**src/rtl/pic_bus_read_buffer_if.sv**
```systemverilog
// CPU-side data-bus bundle for the PIC read buffer.
// Master drives strobes and register values; slave returns bus data.
interface pic_bus_read_buffer_if #(
    parameter int IRQ_WIDTH  = 8,
    parameter int DATA_WIDTH = 8
);
    localparam int NUM_BYTES = (IRQ_WIDTH + DATA_WIDTH - 1) / DATA_WIDTH;
    localparam int IDX_W     = (NUM_BYTES > 1) ? $clog2(NUM_BYTES) : 1;

    logic                  read;
    logic                  address;
    logic                  write_ocw3;
    logic                  enable_read_register;
    logic                  read_register_isr_or_irr;
    logic                  out_control_logic_data;
    logic [DATA_WIDTH-1:0] control_logic_data;
    logic [IRQ_WIDTH-1:0]  interrupt_mask;
    logic [IRQ_WIDTH-1:0]  interrupt_request_register;
    logic [IRQ_WIDTH-1:0]  in_service_register;
    logic [DATA_WIDTH-1:0] data_bus_out;
    logic                  data_bus_drive;
    logic [IDX_W-1:0]      byte_index;

    modport master (
        output read, address, write_ocw3,
        output enable_read_register, read_register_isr_or_irr,
        output out_control_logic_data, control_logic_data,
        output interrupt_mask, interrupt_request_register,
        output in_service_register,
        input  data_bus_out, data_bus_drive, byte_index
    );

    modport slave (
        input  read, address, write_ocw3,
        input  enable_read_register, read_register_isr_or_irr,
        input  out_control_logic_data, control_logic_data,
        input  interrupt_mask, interrupt_request_register,
        input  in_service_register,
        output data_bus_out, data_bus_drive, byte_index
    );
endinterface

```
**src/rtl/pic_bus_read_buffer.sv**
```systemverilog
// PIC data-bus read buffer: snapshots IRR/ISR/IMR/control bytes
// and returns them beat by beat with an auto-advancing pointer.
module pic_bus_read_buffer #(
    parameter int IRQ_WIDTH  = 8,
    parameter int DATA_WIDTH = 8
) (
    input  logic                   clock,
    input  logic                   reset_n,
    pic_bus_read_buffer_if.slave   bus
);
    localparam int NB = (IRQ_WIDTH + DATA_WIDTH - 1) / DATA_WIDTH;
    localparam int SW = NB * DATA_WIDTH;
    localparam int BW = (NB > 1) ? $clog2(NB) : 1;

    typedef enum logic [2:0] {
        SRC_NONE,
        SRC_IRR,
        SRC_ISR,
        SRC_IMR,
        SRC_CTRL
    } src_e;

    logic                  sel_q, sel_d;
    logic                  read_q;
    logic                  drv_q;
    src_e                  tag_q, tag_d, src;
    logic [BW-1:0]         idx_q, idx_d, idx_inc;
    logic [SW-1:0]         snap_q, snap_d, snap_sel;
    logic [DATA_WIDTH-1:0] dout_q, dout_d;
    logic                  rise, fall;

    assign rise = bus.read & ~read_q;
    assign fall = ~bus.read & read_q;

    always_comb begin
        src      = SRC_IRR;
        snap_sel = SW'(bus.interrupt_request_register);
        if (bus.out_control_logic_data) begin
            src      = SRC_CTRL;
            snap_sel = SW'(bus.control_logic_data);
        end else if (bus.address) begin
            src      = SRC_IMR;
            snap_sel = SW'(bus.interrupt_mask);
        end else if (sel_q) begin
            src      = SRC_ISR;
            snap_sel = SW'(bus.in_service_register);
        end
    end

    always_comb begin
        sel_d   = sel_q;
        tag_d   = tag_q;
        idx_d   = idx_q;
        snap_d  = snap_q;
        idx_inc = (idx_q == BW'(NB - 1)) ? '0 : idx_q + 1'b1;
        if (rise) begin
            tag_d = src;
            if (src != tag_q) idx_d = '0;
        end else if (fall && tag_q != SRC_CTRL) begin
            idx_d = idx_inc;
        end
        // OCW3 pointer clear wins over both source change and advance
        if (bus.write_ocw3) begin
            idx_d = '0;
            if (bus.enable_read_register)
                sel_d = bus.read_register_isr_or_irr;
        end
        if (rise && idx_d == '0) snap_d = snap_sel;
        dout_d = '0;
        if (bus.read)
            dout_d = snap_d[int'(idx_d) * DATA_WIDTH +: DATA_WIDTH];
    end

    always_ff @(posedge clock) begin
        if (!reset_n) begin
            sel_q  <= 1'b0;
            read_q <= 1'b0;
            drv_q  <= 1'b0;
            tag_q  <= SRC_NONE;
            idx_q  <= '0;
            snap_q <= '0;
            dout_q <= '0;
        end else begin
            sel_q  <= sel_d;
            read_q <= bus.read;
            drv_q  <= bus.read;
            tag_q  <= tag_d;
            idx_q  <= idx_d;
            snap_q <= snap_d;
            dout_q <= dout_d;
        end
    end

    assign bus.data_bus_out   = dout_q;
    assign bus.data_bus_drive = drv_q;
    assign bus.byte_index     = idx_q;
endmodule

```
**src/flat_wrapper.sv**
```systemverilog
// flat-port wrapper written by rule: the top's interface ports become plain ports
module pic_bus_read_buffer_flat 
#(
    parameter int IRQ_WIDTH  = 8,
    parameter int DATA_WIDTH = 8
)
  (clock, reset_n, bus_read, bus_address, bus_write_ocw3, bus_enable_read_register, bus_read_register_isr_or_irr, bus_out_control_logic_data, bus_control_logic_data, bus_interrupt_mask, bus_interrupt_request_register, bus_in_service_register, bus_data_bus_out, bus_data_bus_drive, bus_byte_index);
  pic_bus_read_buffer_if #(.IRQ_WIDTH(IRQ_WIDTH), .DATA_WIDTH(DATA_WIDTH)) bus_i ();
  input  logic clock;
  input  logic reset_n;
  input wire logic [$bits(bus_i.read)-1:0] bus_read;
  input wire logic [$bits(bus_i.address)-1:0] bus_address;
  input wire logic [$bits(bus_i.write_ocw3)-1:0] bus_write_ocw3;
  input wire logic [$bits(bus_i.enable_read_register)-1:0] bus_enable_read_register;
  input wire logic [$bits(bus_i.read_register_isr_or_irr)-1:0] bus_read_register_isr_or_irr;
  input wire logic [$bits(bus_i.out_control_logic_data)-1:0] bus_out_control_logic_data;
  input wire logic [$bits(bus_i.control_logic_data)-1:0] bus_control_logic_data;
  input wire logic [$bits(bus_i.interrupt_mask)-1:0] bus_interrupt_mask;
  input wire logic [$bits(bus_i.interrupt_request_register)-1:0] bus_interrupt_request_register;
  input wire logic [$bits(bus_i.in_service_register)-1:0] bus_in_service_register;
  output wire logic [$bits(bus_i.data_bus_out)-1:0] bus_data_bus_out;
  output wire logic [$bits(bus_i.data_bus_drive)-1:0] bus_data_bus_drive;
  output wire logic [$bits(bus_i.byte_index)-1:0] bus_byte_index;
  assign bus_i.read = bus_read;
  assign bus_i.address = bus_address;
  assign bus_i.write_ocw3 = bus_write_ocw3;
  assign bus_i.enable_read_register = bus_enable_read_register;
  assign bus_i.read_register_isr_or_irr = bus_read_register_isr_or_irr;
  assign bus_i.out_control_logic_data = bus_out_control_logic_data;
  assign bus_i.control_logic_data = bus_control_logic_data;
  assign bus_i.interrupt_mask = bus_interrupt_mask;
  assign bus_i.interrupt_request_register = bus_interrupt_request_register;
  assign bus_i.in_service_register = bus_in_service_register;
  assign bus_data_bus_out = bus_i.data_bus_out;
  assign bus_data_bus_drive = bus_i.data_bus_drive;
  assign bus_byte_index = bus_i.byte_index;
  pic_bus_read_buffer #(.IRQ_WIDTH(IRQ_WIDTH), .DATA_WIDTH(DATA_WIDTH)) u_core (.clock(clock), .reset_n(reset_n), .bus(bus_i));
endmodule
```
**config.mk**
```make
export PLATFORM = sky130hd
export DESIGN_NAME = pic_bus_read_buffer_flat
export DESIGN_NICKNAME = d
export VERILOG_FILES = /design/src/rtl/pic_bus_read_buffer_if.sv /design/src/rtl/pic_bus_read_buffer.sv /design/src/flat_wrapper.sv
export SDC_FILE = /design/constraint.sdc
export NUM_CORES = 1
export LEC_CHECK = 0
export CAP_MARGIN = 15
export CORE_ASPECT_RATIO = 0.7
export CORE_MARGIN = 2
export CORE_UTILIZATION = 43
export CTS_CLUSTER_DIAMETER = 40
export CTS_CLUSTER_SIZE = 28
export DETAILED_ROUTE_END_ITERATION = 10
export PLACE_DENSITY = 0.8
export SLEW_MARGIN = 0
export SYNTH_ARGS = -nofsm -noshare
export SYNTH_HDL_FRONTEND = slang
export SYNTH_SLANG_ARGS = --single-unit
```
**constraint.sdc**
```tcl
create_clock -name clock -period 1.9 [get_ports clock]
set_input_delay 0.38 -clock clock [delete_from_list [all_inputs] [get_ports clock]]
set_output_delay 0.38 -clock clock [all_outputs]
set_load 0.03 [all_outputs]
```
## Word level (Yosys, flattened, before mapping)

Index checks and enable logic that the tools add are counted.

- $add $sub $neg: 1
- Equal/unequal tests: 2
- Shift-type cells: 1
- Muxes and demuxes: 12
- Bitwise operators: 5
- Reductions and logical operators: 4

Operators by type and width:

| cell | count |
|---|---|
| 8-bit two-way mux | 4 |
| 8-bit by 5-bit variable part select with 8-bit output | 1 |
| 3-bit two-way mux | 2 |
| 1-bit two-way mux | 5 |
| 2-bit AND reduction | 2 |
| 3-bit != test | 1 |
| 3-bit != test, second input constant | 1 |
| 1-bit inverter | 3 |
| 1-bit bitwise AND | 2 |
| 1-bit logical AND | 2 |
| 2-bit two-way mux | 1 |
| 1-bit adder, second input constant | 1 |

- Register bits: 22
- Output and inout bits: 10

## Depth between registers and ports, before layout

- Word-level depth: 11
- Mapped depth: 5
- Gate-level depth less buffers: 4

## Worst setup path after synthesis

OpenSTA, ideal clock, no wires.

- Kind: register to register
- From: register u_core.tag_q[1]
- To: register u_core.dout_q[5] (netlist: u_core.bus.data_bus_out[5])
- Arrival: 1.490 ns
- Required time: 1.783 ns
- Path slack: 0.293 ns
- Cell stages (with the launch flop): 6
- Path buffers: 1
- Period minus slack after synthesis: 1.607 ns
- Cell sequence: dfxtp_1 or4b_4 nand4_4 a31oi_4 buf_6 a22o_1

- Longest elaborated chain between the ends: 9
- Elaborated cells on any way between the ends: 11
- Those cells by class: eq/ne: 2; shift: 1; mux: 5; bitwise: 1; reduce/logical: 2

RTL lines:

| element | RTL line | source |
|---|---|---|
| start, declared | pic_bus_read_buffer.sv:26 | `src_e tag_q, tag_d, src;` |
| start signal, assigned | pic_bus_read_buffer.sv:87 | `tag_q <= tag_d;` |
| 3-bit != test | pic_bus_read_buffer.sv:59 | `end else if (fall && tag_q != SRC_CTRL) begin` |
| 1-bit logical AND | pic_bus_read_buffer.sv:59 |  |
| 1-bit two-way mux | pic_bus_read_buffer.sv:59 |  |
| 1-bit two-way mux (*) | pic_bus_read_buffer.sv:56 | `if (rise) begin` |
| 1-bit two-way mux (*) | pic_bus_read_buffer.sv:63 | `if (bus.write_ocw3) begin` |
| 1-bit inverter | pic_bus_read_buffer.sv:68 | `if (rise && idx_d == '0) snap_d = snap_sel;` |
| 1-bit logical AND | pic_bus_read_buffer.sv:68 |  |
| 8-bit two-way mux | pic_bus_read_buffer.sv:68 |  |
| 8-bit by 5-bit variable part select with 8-bit output (*) | pic_bus_read_buffer.sv:71 | `dout_d = snap_d[int'(idx_d) * DATA_WIDTH +: DATA_WIDTH];` |
| end signal, assigned | pic_bus_read_buffer.sv:90 | `dout_q <= dout_d;` |
| end, declared | pic_bus_read_buffer.sv:29 | `logic [DATA_WIDTH-1:0] dout_q, dout_d;` |

Mark *: on every way between the ends. The rest lies on a longest branch, timed or not.
A chain may end at the register's enable or synchronous reset.

## Worst setup path in the final report

- From: input port bus_address
- To: register u_core.dout_q[1] (netlist: u_core.bus.data_bus_out[1])

- Longest elaborated chain between the ends: 10
- Elaborated cells on any way between the ends: 12
- Those cells by class: eq/ne: 1; shift: 1; mux: 8; bitwise: 1; reduce/logical: 1

RTL lines:

| element | RTL line | source |
|---|---|---|
| start, declared | flat_wrapper.sv:12 | `input wire logic [$bits(bus_i.address)-1:0] bus_address;` |
| 3-bit two-way mux | pic_bus_read_buffer.sv:41 | `end else if (bus.address) begin` |
| 3-bit two-way mux | pic_bus_read_buffer.sv:38 | `if (bus.out_control_logic_data) begin` |
| 3-bit != test | pic_bus_read_buffer.sv:58 | `if (src != tag_q) idx_d = '0;` |
| 1-bit two-way mux | pic_bus_read_buffer.sv:58 |  |
| 1-bit two-way mux | pic_bus_read_buffer.sv:56 |  |
| 1-bit two-way mux | pic_bus_read_buffer.sv:63 |  |
| 1-bit inverter | pic_bus_read_buffer.sv:68 |  |
| 1-bit logical AND | pic_bus_read_buffer.sv:68 |  |
| 8-bit two-way mux | pic_bus_read_buffer.sv:68 |  |
| 8-bit by 5-bit variable part select with 8-bit output (*) | pic_bus_read_buffer.sv:71 |  |

Marked as above.

==> run_results.csv <==
group,metric,value,unit
routing,detail_route.wl_per_cell,14.8,µm
synth,synthFlopType,"dfxtp_1",
power,swShare,24.7,%
floorplanning,die_height,49.2,µm
grt,grt_max_degree,23,
routing,drtAntennaViolNets,0,
synth,synth_area,1250,µm²
cts,cts_max_level,1,
cts,post_cts_buffers,0,
worst_setup_path,cp.arrival,2.01,ns
floorplanning,core.rowCount,16,
routing,wl,3.43,mm
routing,drt-initial-drc-count,64,
timing,hold_violations,0,
cells_and_area,syn2layout_area_growth,52.1,%
routing,drc,0,
power,p_int,0.000928,W
timing,fin_crit,1.81,ns
floorplanning,ioPinCount,50,
timing,tightest_slew,0.527,ns
timing,fin_skew,0.00686,ns
synth,synth-edff-count,0,
place,dp.cells,228,
cts,cts.clk_slew.worst_paths,0.09,ns
power,powerDensity,646,nW/µm²
routing,vias,1308,
floorplanning,start_util,45.1,%
cts,clockBufferDepth,2,
cells_and_area,fin_cells,232,
floorplanning,die_w,68.5,µm
timing,holdWs,0.490,ns
grt,grt_pass1_vias,1283,
synth,ys_seq_elements,22,
timing,finalSetupViolCount,0,
grt,antenna_found_initial,0,
cts,tritoncts,"yes",
cells_and_area,final_cell_area,1910,µm²
timing,slew_headroom,64.7,%
cells_and_area,n_fill_cell,199,
synth,yosysMostFrequentCell,"dfxtp_1",
timing,period_share,95.3,%
timing,final_max_slew_viol_count,0,
place,dpl-instance-area,1830,µm²
cells_and_area,antenna_cells,0,
flow_run,maxCapViolCount,0,
power,power,0.00123,W
timing,setup-tns-final,0,ns
power,p_seq_share,41.1,%
worst_setup_path,required,2.10,ns
cts,root_buffer,"clkbuf_8",
cells_and_area,drive_above_1_share,16.3,%
worst_setup_path,crit_type,"input pin to register",
power,p_comb_share,23.1,%
cells_and_area,fin_nets,237,
synth,synthTopCellsByArea,"dfxtp_1, and3_1, a22o_1, a31o_2, a211oi_1",
power,vdd_drop_max,0.000296,V
worst_setup_path,crit_path_start_kind,"input pin",
worst_setup_path,path_max_fanout,16,
cts,cts.sinks,22,
power,clockPowerShare,35.8,%
synth,yosysWarnings,0,
synth,synth_fp_nets,181,
timing,fmax,552,MHz
worst_setup_path,endpoint_kind,"register",
synth,yosys-top-cells-count,"dfxtp_1, and3_1, nor2b_1",
place,place_congestion,0.804,
synth,synth_area_leader_cell,"dfxtp_1",
routing,firstDrtPassIters,4,
hold_path,holdCritPathClass,"register to register",
synth,seq_area_frac_synth,35.1,%
cts,numCtsBuffers,3,
power,p_leak,0.824,nW
synth,syn-instance-count,141,
floorplanning,core,2780,µm²
routing,via_per_inst,5.64,
cts,clkLatencyLatePin,0.26,ns
place,port_buffers,49,
outcome,status,"complete, no violations",
place,dpl.hpwl,2.68,mm
synth,synth_area_per_cell,8.89,µm²
synth,ys_types,35,
power,net-switching-power,0.000304,W
grt,grtUsageTotal,22.9,%
synth,synth_top_area_share,35.1,%
synth,async_flop_share,0,%
grt,grt_first_pass_wirelength,5.80,mm
floorplanning,die_area,3370,µm²
grt,overflow,0,
## registers in the layout (all words and copies together), names as in the netlist
name	count
u_core.bus.data_bus_out	8
u_core.bus.byte_index	1
u_core.read_q	1
u_core.sel_q	1
u_core.tag_q	3
u_core.snap_q	8
## worst paths after layout
kind	cells after the start	endpoint	slack [ns]	startpoint
worst max-delay path	6	u_core.bus.data_bus_out[1]$_SDFF_PN0_	0.09	bus_address
worst min-delay path	1	u_core.bus.data_bus_out[2]$_SDFF_PN0_	0.49	u_core.snap_q[2]$_SDFF_PN0_
worst max register to register	4	u_core.bus.data_bus_out[4]$_SDFF_PN0_	0.24	u_core.tag_q[0]$_SDFFE_PN0P_
worst min register to register	1	u_core.bus.data_bus_out[2]$_SDFF_PN0_	0.49	u_core.snap_q[2]$_SDFF_PN0_
## cell type report
class	count	area [µm²]	share of cell area, %
Multi-Input combinational cell	108	769	40.4
Timing Repair Buffer	60	573	30.1
Sequential cell	22	440	23.1
Tap cell	36	45.0	2.36
Clock buffer	3	41.3	2.17
Clock inverter	1	30.0	1.57
Inverter	2	7.51	0.394
## cells by family (layout without fill, tap and decap cells)
logic type	count (synthesis)	count (layout)	share of synthesized area [%]
AO/OA/AOI/OAI	51	51	32.4
buffers and inverters	11	66	3.89
flip-flops	22	22	35.1
AND/OR/NAND/NOR	57	57	28.5
## metal layers
layer	part of all wire [%]	up-vias	routed length (µm)	global-route usage, %
met4	0.23	0	8	5.00
met3	8.2	2	280	4.62
met1	45	590	1540	33.1
met2	47	72	1600	34.9
li1	-	644	-	-
met5	0	-	0	0
## layout by cell type (no fill, tap or decap), types with 3 or more instances in the layout
cell             instances
a21boi_1                 4
buf_4                   11
a22o_1                   8
a211oi_1                 8
nand2_1                  7
nand3_1                  3
and3_1                  16
nor2b_1                  9
a31o_2                   8
a21o_1                   8
o22ai_1                  8
nand2b_1                 3
clkdlybuf4s50_1         49
clkbuf_8                 3
dfxtp_1                 22
nor2_1                   8
## metrics by stage
| stage | setup slack [ns] | util (%) |
|---|---|---|
| after floorplan | 0.293 | - |
| after global placement | -0.173 | 65.8 |
| after detailed placement | -0.244 | 65.8 |
| after CTS | 0.0340 | 68.3 |
| after global routing | -0.00510 | 68.5 |
| final | 0.0900 | 68.5 |
## power groups by stage
stage	Combinational [W]	Clock [W]	Sequential (W)
floorplan	0.000114	0	0.000534
global placement	0.000274	0	0.000515
detailed placement	0.000283	0	0.000517
CTS	0.000284	0.000443	0.000506
global route	0.000308	0.000461	0.000510
finish	0.000285	0.000441	0.000506
## worst max-delay path, cell delays in order
cell and delay, ns:
clkdlybuf4s50_1 0.48, buf_4 0.15, nand4bb_1 0.21, nand4_4 0.13
a31oi_4 0.43, a22o_1 0.23
## what timing repair did
item	4_1_cts	5_1_grt
setup endpoints to repair	0	8
gates resized for setup	0	1
hold buffers	0	0
No activity file was read; power rests on OpenSTA's default activity.
